--- config.mk ---
export PLATFORM = sky130hd
export DESIGN_NAME = instr_fetch_unit_flat
export DESIGN_NICKNAME = d
export VERILOG_FILES = /design/src/rtl/instr_fetch_if.sv /design/src/rtl/instr_fetch_unit.sv /design/src/flat_wrapper.sv
export SDC_FILE = /design/constraint.sdc
export NUM_CORES = 1
export LEC_CHECK = 0
export ABC_CLOCK_PERIOD_IN_PS = 1970
export BUFFER_PORTS_ARGS = -buffer_cell sky130_fd_sc_hd__buf_2
export CORE_ASPECT_RATIO = 1.2
export CORE_UTILIZATION = 44
export CTS_CLUSTER_DIAMETER = 60
export DETAILED_ROUTE_END_ITERATION = 12
export PLACE_DENSITY_LB_ADDON = 0.3
export SYNTH_ARGS = -nofsm -noshare
export SYNTH_HDL_FRONTEND = slang
export SYNTH_SLANG_ARGS = --single-unit
export TNS_END_PERCENT = 20
--- constraint.sdc ---
create_clock -name clk -period 1.97 [get_ports clk]
set_input_delay 0.197 -clock clk [delete_from_list [all_inputs] [get_ports clk]]
set_output_delay 0.197 -clock clk [all_outputs]
set_load 0.03 [all_outputs]
--- src/rtl/instr_fetch_if.sv ---
// Bus bundle between the fetch unit, instruction memory and the decoder/datapath.
// master: fetch unit side. slave: memory + datapath side.
interface instr_fetch_if #(
    parameter int XLEN = 32
);
    logic            imem_req;
    logic [XLEN-1:0] imem_addr;
    logic            imem_gnt;
    logic            imem_rvalid;
    logic [XLEN-1:0] imem_rdata;
    logic            instr_valid;
    logic            instr_ready;
    logic [XLEN-1:0] instr;
    logic [6:0]      opcode;
    logic [XLEN-1:0] pc_out;
    logic            branch_taken;
    logic [XLEN-1:0] branch_target;
    logic            fetch_err;

    modport master (
        output imem_req, imem_addr, instr_valid, instr, opcode, pc_out, fetch_err,
        input  imem_gnt, imem_rvalid, imem_rdata, instr_ready, branch_taken, branch_target
    );

    modport slave (
        input  imem_req, imem_addr, instr_valid, instr, opcode, pc_out, fetch_err,
        output imem_gnt, imem_rvalid, imem_rdata, instr_ready, branch_taken, branch_target
    );
endinterface

--- src/rtl/instr_fetch_unit.sv ---
// Instruction fetch stage: owns the PC, fetches one word at a time from
// instruction memory and hands it to the decoder over a valid/ready handshake.
// Optional macro FETCH_MISALIGN_CHECK_EN: a taken branch to a target with
// nonzero low bits parks the unit in a sticky error state.
//
// state  | meaning
// -------+-----------------------------------------------------------
// REQ    | request outstanding at pc, waiting for imem_gnt
// WAIT   | granted, waiting for imem_rvalid (unbounded latency)
// HOLD   | instruction held for the datapath until accepted
// ERR    | misaligned branch target seen, sticky until reset (macro only)
module instr_fetch_unit #(
    parameter int              XLEN     = 32,
    parameter logic [XLEN-1:0] RESET_PC = '0,
    parameter int              PC_STEP  = 4
) (
    input  logic          clk,
    input  logic          rst_n,
    instr_fetch_if.master bus
);
    localparam logic [1:0] S_REQ  = 2'd0;
    localparam logic [1:0] S_WAIT = 2'd1;
    localparam logic [1:0] S_HOLD = 2'd2;
`ifdef FETCH_MISALIGN_CHECK_EN
    localparam logic [1:0] S_ERR  = 2'd3;
`endif

    logic [1:0]      state;
    logic            started;
    logic [XLEN-1:0] pc;
    logic [XLEN-1:0] instr_q;
    logic [XLEN-1:0] pc_out_q;
    logic            valid_q;
    logic            accept;

    assign accept = valid_q && bus.instr_ready;

    // started holds the request off for the first edge after reset release
    assign bus.imem_req    = started && (state == S_REQ);
    assign bus.imem_addr   = pc;
    assign bus.instr_valid = valid_q;
    assign bus.instr       = instr_q;
    assign bus.opcode      = instr_q[6:0];
    assign bus.pc_out      = pc_out_q;

`ifdef FETCH_MISALIGN_CHECK_EN
    logic err_q;
    logic misalign;
    assign misalign      = bus.branch_taken && (bus.branch_target[1:0] != 2'b00);
    assign bus.fetch_err = err_q;
`else
    assign bus.fetch_err = 1'b0;
`endif

    // Fetch sequencing: request, wait for data, hold until the datapath retires it
    always_ff @(posedge clk or negedge rst_n) begin
        if (!rst_n) begin
            state    <= S_REQ;
            started  <= 1'b0;
            pc       <= RESET_PC;
            instr_q  <= '0;
            pc_out_q <= '0;
            valid_q  <= 1'b0;
`ifdef FETCH_MISALIGN_CHECK_EN
            err_q    <= 1'b0;
`endif
        end else begin
            started <= 1'b1;
            case (state)
                S_REQ: begin
                    // rvalid is ignored here so a stale pre-reset response is dropped
                    if (started && bus.imem_gnt) begin
                        state <= S_WAIT;
                    end
                end
                S_WAIT: begin
                    if (bus.imem_rvalid) begin
                        instr_q  <= bus.imem_rdata;
                        pc_out_q <= pc;
                        valid_q  <= 1'b1;
                        state    <= S_HOLD;
                    end
                end
                S_HOLD: begin
                    if (accept) begin
                        valid_q <= 1'b0;
`ifdef FETCH_MISALIGN_CHECK_EN
                        if (misalign) begin
                            err_q <= 1'b1;
                            state <= S_ERR;
                        end else
`endif
                        begin
                            pc    <= bus.branch_taken ? bus.branch_target
                                                      : pc + XLEN'(PC_STEP);
                            state <= S_REQ;
                        end
                    end
                end
`ifdef FETCH_MISALIGN_CHECK_EN
                S_ERR: begin
                    state <= S_ERR;
                end
`endif
                default: begin
                    state <= S_REQ;
                end
            endcase
        end
    end
endmodule

--- src/flat_wrapper.sv ---
// flat-port wrapper written by rule: the top's interface ports become plain ports
module instr_fetch_unit_flat 
#(
    parameter int              XLEN     = 32,
    parameter logic [XLEN-1:0] RESET_PC = '0,
    parameter int              PC_STEP  = 4
)
  (clk, rst_n, bus_imem_req, bus_imem_addr, bus_instr_valid, bus_instr, bus_opcode, bus_pc_out, bus_fetch_err, bus_imem_gnt, bus_imem_rvalid, bus_imem_rdata, bus_instr_ready, bus_branch_taken, bus_branch_target);
  instr_fetch_if #(.XLEN(XLEN)) bus_i ();
  input  logic clk;
  input  logic rst_n;
  output wire logic [$bits(bus_i.imem_req)-1:0] bus_imem_req;
  output wire logic [$bits(bus_i.imem_addr)-1:0] bus_imem_addr;
  output wire logic [$bits(bus_i.instr_valid)-1:0] bus_instr_valid;
  output wire logic [$bits(bus_i.instr)-1:0] bus_instr;
  output wire logic [$bits(bus_i.opcode)-1:0] bus_opcode;
  output wire logic [$bits(bus_i.pc_out)-1:0] bus_pc_out;
  output wire logic [$bits(bus_i.fetch_err)-1:0] bus_fetch_err;
  input wire logic [$bits(bus_i.imem_gnt)-1:0] bus_imem_gnt;
  input wire logic [$bits(bus_i.imem_rvalid)-1:0] bus_imem_rvalid;
  input wire logic [$bits(bus_i.imem_rdata)-1:0] bus_imem_rdata;
  input wire logic [$bits(bus_i.instr_ready)-1:0] bus_instr_ready;
  input wire logic [$bits(bus_i.branch_taken)-1:0] bus_branch_taken;
  input wire logic [$bits(bus_i.branch_target)-1:0] bus_branch_target;
  assign bus_imem_req = bus_i.imem_req;
  assign bus_imem_addr = bus_i.imem_addr;
  assign bus_instr_valid = bus_i.instr_valid;
  assign bus_instr = bus_i.instr;
  assign bus_opcode = bus_i.opcode;
  assign bus_pc_out = bus_i.pc_out;
  assign bus_fetch_err = bus_i.fetch_err;
  assign bus_i.imem_gnt = bus_imem_gnt;
  assign bus_i.imem_rvalid = bus_imem_rvalid;
  assign bus_i.imem_rdata = bus_imem_rdata;
  assign bus_i.instr_ready = bus_instr_ready;
  assign bus_i.branch_taken = bus_branch_taken;
  assign bus_i.branch_target = bus_branch_target;
  instr_fetch_unit #(.XLEN(XLEN), .RESET_PC(RESET_PC), .PC_STEP(PC_STEP)) u_core (.clk(clk), .rst_n(rst_n), .bus(bus_i));
endmodule
== After elaboration in Yosys (flattened, before gate mapping) ==
Cells that the tools add are included.
W data, S select, Z words.

* Eq/ne operators: 5
* Add/subtract/negate cells: 1
* Reductions and logical operators: 9
* Multiplexer cells: 8

{| class="wikitable"
|+ Operator list
! operator !! number
|-
| $add A32 B3 Y32 const B || 1
|-
| $mux W32 || 1
|-
| $mux W2 || 3
|-
| $pmux W2 S3 || 1
|-
| $reduce_and A3 Y1 || 2
|-
| $ne A2 B2 Y1 const B || 2
|-
| $reduce_and A2 Y1 || 2
|-
| $logic_and A1 B1 Y1 || 3
|-
| $eq A2 B1 Y1 const B || 1
|-
| $eq A2 B2 Y1 const B || 1
|-
| $logic_not A2 Y1 || 1
|-
| $mux W1 || 2
|-
| $ne A2 B1 Y1 const B || 1
|-
| $pmux W1 S2 || 1
|-
| $reduce_bool A2 Y1 || 1
|}

* Register bits after elaboration: 100
* Word-level logic and storage cells: 29
* Bits of input ports: 70
* Output and inout bits: 106

== Logic depth before layout (Yosys ltp) ==
Gate-level depths: netlist (run 1).

* Depth in word-level cells: 3
* Mapped depth: 7
* Mapped depth without buffers: 6

== Worst setup path before layout (run 1) ==
Ideal clock, no wire load.

* Path kind: register -> register
* From: register u_core.pc[5] (netlist: u_core.bus.imem_addr[5])
* To: register u_core.pc[30] (netlist: u_core.bus.imem_addr[30])
* Stages on the path, launching flop included: 7
* Clock period less this slack: 2.206 ns
* Slack: -0.236 ns
* Path buffers: 1
* Setup time: 0.131 ns
* Data required time: 1.839 ns
* Arrival time: 2.075 ns
* Path through: dfrtp_1 buf_2 and4_1 nand3_1 or4_1 and3_1 or3_1

* Word-level cells in the longest chain between the ends: 2

{| class="wikitable"
|+ RTL lines
! element !! RTL line !! text
|-
| start: declaration || instr_fetch_unit.sv:30 || <nowiki>logic [XLEN-1:0] pc;</nowiki>
|-
| start signal: assignment || instr_fetch_unit.sv:94 || <nowiki>pc <= bus.branch_taken ? bus.branch_target</nowiki>
|-
| $add A32 B3 Y32 || instr_fetch_unit.sv:95 || <nowiki>: pc + XLEN'(PC_STEP);</nowiki>
|-
| $mux W32 || instr_fetch_unit.sv:94 ||
|}

Every way passes these cells.
A chain may end at the register's enable or synchronous reset.

== Final worst setup path (run 1) ==
Ends and elaborated chain as after synthesis.

==> reports/qor_table.md, run 1 <==
| Group | Item | This run |
| --- | --- | --- |
| status | Run status | finished, final reports clean |
| drt | Antenna violation net count after detailed routing | 0 |
| sta | Post-layout worst setup margin | 0.09567 ns |
| global route | Overall overflow remaining after global route | 0 |
| drt | Total length of routed wires | 11.78 mm |
| critical path | WP data arrival | 2.10 ns |
| die | Die span in y | 114.1 um |
| place | Gpl congestion | 0.8585 |
| sta | Final-report hold violation count | 0 |
| synthesis | Synthesized instance count | 414 |
| sta | Achievable Freq | 0.5335 GHz |
| global route | GRT Util Overall | 22.12% |
| drt | Via Count | 3963 |
| synthesis | Most common flop cell mapped by yosys | sky130_fd_sc_hd__dfrtp_1 |
| synthesis | Share of synthesized cell area in full adder, half adder and majority cells | 0.2717% |
| clock network | CTS clock-pin slew for the worst setup and hold paths | 0.07 ns |
| synthesis | Yosys warnings | 0 |
| finish | Post-route core utilization | 60.72% |
| drt | Number of detailed-routing iterations run before antenna repair | 4 |
| sta | Post-layout min period | 1.874 ns |
| sta | Setup repair after global routing missed its margin | no |
| clock network | TritonCTS buffer count | 9 |
| min path | Type of the tightest min-delay check | in -> reg |
| finish | Share of layout cells above drive strength 1 | 50.41% |
| global route | First-pass GRT wire length | 18.45 mm |
| die | Core Box Area | 10110 um^2 |
| pwr | VDD IR-drop max | 0.001062 V |
| die | Top Ports | 176 |
| synthesis | Average instance area after synthesis | 11.12 um^2 |
| clock network | Later-pin clock latency in the skew report | 0.35 ns |
| finish | Synthesis-to-finish area growth | 33.28% |
| flow run | # Max-Cap Violations | 0 |
| clock network | Num Clock Sinks | 100 |
| drt | Number of DRC markers after the initial detailed-route iteration | 198 |
| synthesis | Net count of the mapped netlist | 485 |
| synthesis | Post-Syn Area | 4606 um^2 |
| sta | Number of max-slew violations in the final report | 0 |
| synthesis | Share of async-settable or async-resettable flops after synthesis | 100.0% |
| synthesis | EDFF count, synth | 0 |
| synthesis | Multiplexer area fraction after synthesis | 16.92% |
| global route | Initial antenna violation count | 0 |
| synthesis | Dominant combinational cell family by area after synthesis | multiplexers |
| drt | Routed len/inst | 16.06 um |
| synthesis | Number of unique standard cell types used by synthesis | 44 |
| synthesis | Post-synthesis share of cell area spent on and, or, nand and nor gates | 13.88% |
| pwr | PD cells | 1761 nW/um^2 |
| place | Final HPWL DP | 8.593 mm |
| global route | Number of global-route vias before repair | 3779 |
| finish | Post-route design area | 6138 um^2 |
| critical path | Required time of the critical path | 2.20 ns |
| pwr | Static Leak | 2.867 nW |
| critical path | Nature of the critical path endpoint | register |
| clock network | Root buffer selected by CTS | sky130_fd_sc_hd__clkbuf_16 |
| clock network | Setup repair bufs after CTS | 0 |
| global route | Maximum number of pins on one net before global-route repair | 48 |
| drt | Via/cell ratio | 5.407 |
| finish | Ant. Diodes | 0 |
| synthesis | Share of synthesized area occupied by flip-flops and latches | 54.33% |
| place | Cell total after placement | 716 |
| critical path | Worst Setup Path Type | reg -> reg |
| drt | Residual DRC count | 0 |
| clock network | Max clock buf depth | 2 |
| synthesis | Complex-gate fraction of the synthesized area | 10.65% |
| synthesis | Count of state elements after synthesis | 100 |
| critical path | Maximum fanout encountered on the critical timing path | 3 |
| die | Effective utilization at floorplan | 45.56% |
| place | Port Buffer Count | 174 |
| clock network | CTS tree | built |
| clock network | Post-CTS resize count | 0 |
| die | Area enclosed by the die boundary | 10880 um^2 |
| die | Site row count | 40 |
| sta | Final Skew | 0.01091 ns |
| sta | Tightest hold margin | 0.08475 ns |
| finish | Non-filler instance count after layout | 733 |
| sta | Count of final setup violators | 0 |
| finish | Total Nets Final | 673 |
| synthesis | Parity-gate share of the synthesized area counting xor and xnor cells | 0% |
| critical path | Startpoint class of the critical path | register |
| place | Instance area at placement | 5788 um^2 |
| sta | Fraction of the cycle the final worst path needs | 95.14% |
| clock network | H-tree levels | 3 |
| place | Worst setup slack before clock tree synthesis | 0.1066 ns |
| die | Horizontal die dimension | 95.40 um |
synth_stat cells (2+ instances only):
library cell,n,area [um^2]
sky130_fd_sc_hd__o22ai_1,4,25.02
sky130_fd_sc_hd__o21ai_0,31,155.2
sky130_fd_sc_hd__a31oi_1,3,18.77
sky130_fd_sc_hd__nand3b_1,2,15.01
sky130_fd_sc_hd__nor4b_1,2,17.52
sky130_fd_sc_hd__dfrtp_1,100,2502
sky130_fd_sc_hd__nand3_1,19,95.09
sky130_fd_sc_hd__or3_1,2,12.51
sky130_fd_sc_hd__a2bb2oi_1,4,35.03
sky130_fd_sc_hd__nor4_1,11,68.82
sky130_fd_sc_hd__mux2i_1,7,70.07
sky130_fd_sc_hd__and2_1,2,12.51
sky130_fd_sc_hd__and4_1,3,26.28
sky130_fd_sc_hd__o22a_1,3,26.28
sky130_fd_sc_hd__o32ai_1,2,17.52
sky130_fd_sc_hd__nand2_1,33,123.9
sky130_fd_sc_hd__a22oi_1,3,22.52
sky130_fd_sc_hd__nor2_1,17,63.81
sky130_fd_sc_hd__nor3b_1,2,15.01
sky130_fd_sc_hd__nor3_1,12,60.06
sky130_fd_sc_hd__mux2_2,63,709.4
sky130_fd_sc_hd__o21a_1,3,22.52
sky130_fd_sc_hd__nor2b_1,3,18.77
sky130_fd_sc_hd__a21oi_1,22,110.1
sky130_fd_sc_hd__buf_4,8,60.06
sky130_fd_sc_hd__inv_1,6,22.52
sky130_fd_sc_hd__clkbuf_1,22,82.58
sky130_fd_sc_hd__conb_1,2,7.510
sky130_fd_sc_hd__nand4_1,3,18.77
sky130_fd_sc_hd__o211ai_1,2,15.01
sky130_fd_sc_hd__and3_1,5,31.28
power breakdown:
part	total [mW]	leakage [nW]	internal, mW	switching, mW
Combinational	5.21	1.54	1.79	3.42
Sequential	3.60	1.16	3.02	0.582
Clock	2.00	0.161	1.24	0.762
Total	10.8	2.87	6.05	4.76
final cells by class:
type,instances,area [um^2]
clock buffers,9,225.2
repair buffers,209,1164
flip-flops and latches,100,2520
fillers,876,3971
multi-input cells,276,1934
clock inverters,7,115.1
inverters,6,22.52
well taps,126,157.7
timing repair:
action / CTS / global route
endpoints found under the setup margin: 0 / 0
hold endpoints to repair: 14 / 0
hold buffers: 1 / 0
logic make-up after synthesis:
kind of cell | Yosys count
buffers and inverters | 38
AND/OR/NAND/NOR | 121
adder cells (fa/ha/maj) | 1
flip-flops | 100
other | 2
multiplexers | 70
AO/OA/AOI/OAI | 82
path summary, 6_finish.rpt:
path | start | to | slack (ns) | cells after the start
worst max-delay path | u_core.bus.imem_addr[5] | u_core.bus.imem_addr[30] | 0.1 | 5
worst min-delay path | bus_imem_rdata[19] | u_core.bus.instr[19] | 0.08 | 2
worst max register to register | u_core.bus.imem_addr[5] | u_core.bus.imem_addr[30] | 0.1 | 5
worst min register to register | u_core.bus.pc_out[27] | u_core.bus.pc_out[27] | 0.48 | 2
max in group asynchronous | rst_n | u_core.bus.imem_addr[2] | 1.07 | 3
min in group asynchronous | rst_n | u_core.bus.imem_addr[30] | 0.26 | 2
through the flow:
step                      power [mW]  setup TNS, ns
after floorplan                7.185       -0.07312
after global placement         8.745              0
after detailed placement       8.868              0
after CTS                      10.90              0
after global routing           11.42              0
final                          10.81              0
metal layers:
metal	share of wire (%)	track usage, %	vias up
li1	-	-	1881
met1	43	28.46	1906
met2	49	36.10	167
met3	7.2	5.179	9
met4	1.0	8.259	0
met5	0	0	-
worst max-delay path: stages (launching register included):
cell	delay, ns
sky130_fd_sc_hd__dfrtp_2	0.37
sky130_fd_sc_hd__and4_1	0.24
sky130_fd_sc_hd__nand3_1	0.13
sky130_fd_sc_hd__or4_1	0.55
sky130_fd_sc_hd__and3_1	0.18
sky130_fd_sc_hd__or3_1	0.30
cell usage in the layout, fill, tap and decap left out, types with 3 or more instances in the layout:
cell type,instances
sky130_fd_sc_hd__a21oi_1,22
sky130_fd_sc_hd__a22oi_1,3
sky130_fd_sc_hd__a2bb2oi_1,4
sky130_fd_sc_hd__a31oi_1,3
sky130_fd_sc_hd__and3_1,5
sky130_fd_sc_hd__and4_1,3
sky130_fd_sc_hd__buf_2,173
sky130_fd_sc_hd__buf_4,33
sky130_fd_sc_hd__bufinv_16,3
sky130_fd_sc_hd__clkbuf_16,9
sky130_fd_sc_hd__dfrtp_1,86
sky130_fd_sc_hd__dfrtp_2,14
sky130_fd_sc_hd__inv_1,6
sky130_fd_sc_hd__mux2_2,63
sky130_fd_sc_hd__mux2i_1,7
sky130_fd_sc_hd__nand2_1,33
sky130_fd_sc_hd__nand3_1,19
sky130_fd_sc_hd__nand4_1,3
sky130_fd_sc_hd__nor2_1,17
sky130_fd_sc_hd__nor2b_1,3
sky130_fd_sc_hd__nor3_1,12
sky130_fd_sc_hd__nor4_1,11
sky130_fd_sc_hd__o21a_1,3
sky130_fd_sc_hd__o21ai_0,31
sky130_fd_sc_hd__o22a_1,3
sky130_fd_sc_hd__o22ai_1,4
registers in the layout, summed over array words and instances, names as in the netlist:
signal                  flops
u_core.bus.imem_addr       32
u_core.bus.instr           32
u_core.bus.instr_valid      1
u_core.bus.pc_out          32
u_core.started              1
u_core.state                2
(Power assumes the default switching activity.)
==> run 2: changes to the inputs <==
- ABC_CLOCK_PERIOD_IN_PS: 1970 -> 1520
- HOLD_SLACK_MARGIN: not set -> 0.06
- RECOVER_POWER: not set -> 25
- clock period: 1.97 -> 1.52 ns (I/O delays scaled with it)
==> run 2 against run 1 <==
Net effect: the run now ends with setup timing left; largest power group unchanged; critical endpoint is now u_core.bus.imem_addr[24]; count of clock-buffer cells in the layout increased by 2; wire length increased by 19%; clock power increased by 17%; power increased by 40%; critical path depth increased by 4; sequential power increased by 28%; fmax increased by 3.2%; final cell count increased by 11%; non-clock buffer count increased by 80.
==> reports/qor_table.md, run 2 (synthesized netlist as in run 1, its figures left out) <==
| Group | Item | This run | vs previous |
| --- | --- | --- | --- |
| status | Run status | finished with violations | was finished, final reports clean |
| status | Violations in the final reports | setup timing |  |
| place | Final HPWL DP | 9.097 mm | was 8.593 mm |
| sta | Number of max-slew violations in the final report | 0 | unchanged |
| finish | Most frequent cells in the layout | 173 x sky130_fd_sc_hd__buf_2, 77 x sky130_fd_sc_hd__dfrtp_1, 61 x sky130_fd_sc_hd__mux2_2 | was 173 x sky130_fd_sc_hd__buf_2, 86 x sky130_fd_sc_hd__dfrtp_1, 63 x sky130_fd_sc_hd__mux2_2 |
| finish | Total Nets Final | 753 | was 673 |
| finish | Post-route core utilization | 71.73% | was 60.72% |
| clock network | H-tree levels | 3 | unchanged |
| global route | First-pass GRT wire length | 20.55 mm | was 18.45 mm |
| clock network | CTS tree | built | unchanged |
| finish | Share of layout cells above drive strength 1 | 59.10% | was 50.41% |
| global route | Number of global-route vias before repair | 4287 | was 3779 |
| min path | Hold Crit Depth | 3 | was 2 |
| min path | Startpoint of the lowest-slack hold path | bus_branch_target[26] | was bus_imem_rdata[19] |
| critical path | WP data arrival | 2.03 ns | was 2.10 ns |
| sta | Setup TNS | -2.082 ns | was 0 ns |
| global route | Initial antenna violation count | 0 | unchanged |
| critical path | Required time of the critical path | 1.73 ns | was 2.20 ns |
| clock network | CTS clock-pin slew for the worst setup and hold paths | 0.07 ns | about the same |
| drt | Total length of routed wires | 14.06 mm | was 11.78 mm |
| die | Effective utilization at floorplan | 45.56% | unchanged |
| die | Core Box Area | 10110 um^2 | unchanged |
| critical path | Buffer and inverter count on the worst path | 4 | was 0 |
| critical path | Setup slack, reg-to-reg | -0.30 ns | was 0.1 ns |
| clock network | TritonCTS buffer count | 9 | unchanged |
| drt | Antenna violation net count after detailed routing | 0 | unchanged |
| pwr | Static Leak | 3.423 nW | was 2.867 nW |
| sta | Relative slew margins | 64.99% |  |
| die | Top Ports | 176 | unchanged |
| critical path | Worst Setup Path Type | reg -> reg | unchanged |
| critical path | Reg-to-reg endpoint | u_core.bus.imem_addr[24] | was u_core.bus.imem_addr[30] |
| critical path | Top cell family by delay on the critical path | simple AND/OR/NAND/NOR gates | unchanged |
| min path | End point of the most critical hold path | u_core.bus.imem_addr[26] | was u_core.bus.instr[19] |
| critical path | Nature of the critical path endpoint | register | unchanged |
| clock network | Max clock buf depth | 2 | unchanged |
| die | Area enclosed by the die boundary | 10880 um^2 | unchanged |
| die | Site row count | 40 | unchanged |
| critical path | Startpoint class of the critical path | register | unchanged |
| sta | Slew @ Worst Pin | 0.5252 ns |  |
| drt | Residual DRC count | 0 | unchanged |
| drt | Routed len/inst | 17.30 um | was 16.06 um |
| pwr | VDD IR-drop max | 0.001098 V | was 0.001062 V |
| critical path | Maximum fanout encountered on the critical timing path | 4 | was 3 |
| sta | Fraction of the cycle the final worst path needs | 119.4% | was 95.14% |
| finish | Synthesis-to-finish area growth | 57.46% | was 33.28% |
| sta | Setup repair after global routing missed its margin | yes | was no |
| global route | GRT Util Overall | 24.72% | was 22.12% |
| global route | Maximum number of pins on one net before global-route repair | 56 | was 48 |
| sta | Post-layout min period | 1.815 ns | was 1.874 ns |
| critical path | CP peak stage delay | 0.36 ns | was 0.55 ns |
| flow run | # Max-Cap Violations | 0 | unchanged |
| clock network | Root buffer selected by CTS | sky130_fd_sc_hd__clkbuf_16 | unchanged |
| drt | Via Count | 4441 | was 3963 |
| clock network | Later-pin clock latency in the skew report | 0.34 ns | was 0.35 ns |
| clock network | Num Clock Sinks | 100 | unchanged |
| critical path | Master of the slowest instance on the critical path | sky130_fd_sc_hd__dfrtp_2 | was sky130_fd_sc_hd__or4_1 |
| drt | Number of DRC markers after the initial detailed-route iteration | 345 | was 198 |
| critical path | Critical-path cell list | and4_4, buf_4, buf_4, buf_6, nand2_8, buf_6, nor3_4, mux2i_1, o211ai_1 | was and4_1, nand3_1, or4_1, and3_1, or3_1 |
| critical path | Reg2Reg Depth | 9 | was 5 |
| place | Worst setup slack before clock tree synthesis | -0.2920 ns | was 0.1066 ns |
| finish | Leading cell type in the layout, fill and taps excluded | sky130_fd_sc_hd__buf_2 | unchanged |
| drt | Number of detailed-routing iterations run before antenna repair | 4 | unchanged |
| die | Die span in y | 114.1 um | unchanged |
| global route | Overall overflow remaining after global route | 0 | unchanged |
| sta | Count of final setup violators | 16 | was 0 |
| drt | Via/cell ratio | 5.462 | was 5.407 |
| sta | Post-layout worst setup margin | -0.2953 ns | was 0.09567 ns |
| sta | Final-report hold violation count | 0 | unchanged |
| die | Horizontal die dimension | 95.40 um | unchanged |
| critical path | Startpoint of the lowest-slack register-to-register path | u_core.bus.imem_addr[21] | was u_core.bus.imem_addr[5] |
| sta | Final Skew | 0.008500 ns | was 0.01091 ns |
| min path | Type of the tightest min-delay check | in -> reg | unchanged |
| place | Port Buffer Count | 174 | unchanged |
| place | Gpl congestion | 0.8365 | was 0.8585 |
| finish | Ant. Diodes | 0 | unchanged |
| pwr | Total power consumption of the routed design | 15.15 mW | was 10.81 mW |
| pwr | PD cells | 2089 nW/um^2 | was 1761 nW/um^2 |
| finish | Fillers | 725 | was 876 |
| sta | Achievable Freq | 0.5509 GHz | was 0.5335 GHz |
-- run 2: changes by cell type in the layout (fill, tap and decap cells not counted), moves of 9 or more --
cell                            delta
sky130_fd_sc_hd__buf_6            +15
sky130_fd_sc_hd__dfrtp_2           +9
sky130_fd_sc_hd__dlygate4sd3_1    +34
sky130_fd_sc_hd__buf_4            +26
sky130_fd_sc_hd__dfrtp_1           -9
-- run 2: final cells by class --
type | count | area [um^2] | share of cell area, %
inverter | 6 | 22.52 | 0.3106
sequential | 100 | 2531 | 34.90
timing repair buffer | 289 | 1944 | 26.81
clock buffer | 11 | 242.7 | 3.347
multi-input combinational | 276 | 2292 | 31.61
tap | 126 | 157.7 | 2.174
clock inverter | 5 | 61.31 | 0.8454
-- run 2: worst max path at each step --
stage	depth (start not counted)	startpoint	end	slack, ns
3_5_place_dp	5	u_core.bus.imem_addr[15]	u_core.bus.imem_addr[30]	-0.29
2_1_floorplan	6	u_core.bus.imem_addr[5]	u_core.bus.imem_addr[30]	-0.51
4_1_cts	5	u_core.bus.imem_addr[5]	u_core.bus.imem_addr[30]	-0.29
6_report	9	u_core.bus.imem_addr[21]	u_core.bus.imem_addr[24]	-0.30
3_3_place_gp	5	u_core.bus.imem_addr[15]	u_core.bus.imem_addr[30]	-0.25
5_1_grt	5	u_core.bus.imem_addr[21]	u_core.bus.imem_addr[30]	-0.35
-- run 2: per-layer routing --
layer / GRT usage (%) / vias up / routed length (um) / part of all wire [%]
met5: 0 / - / 0 / 0
met4: 10.95 / 0 / 414 / 2.9
met3: 4.847 / 33 / 787 / 5.6
met2: 42.19 / 180 / 7387 / 53
met1: 30.02 / 2181 / 5474 / 39
li1: - / 2047 / - / -
-- run 2: repair_timing --
item                                    in CTS  in global routing
hold endpoints to repair                   134                  0
gates resized for setup                     10                 75
hold buffers                                35                  0
buffers inserted                             0                 18
gates cloned                                 0                  1
endpoints found under the setup margin      18                 77
pin swaps                                    0                 27
-- run 2: worst min-delay path: cells and delay by family --
family | cells | cell delay (ns)
and+or+nand+nor | 2 | 0.15
buffers and inverters | 1 | 0.08
-- run 2: power breakdown --
part           total [mW]  internal (mW)  switching [mW]
clock                2.33           1.33            1.00
combinational        8.22           3.14            5.08
sequential           4.59           3.93           0.664
total                15.1           8.40            6.75
-- run 2: per-stage QoR --
stage          area [um^2]  hold slack, ns  std cells
2_1_floorplan         4711         -0.1436        414
3_3_place_gp          6086       -0.003193        744
3_5_place_dp          6086       -0.002758        744
4_1_cts               6782         0.06067        795
5_1_grt               7252         0.09026        813
6_report              7252         0.07257        813
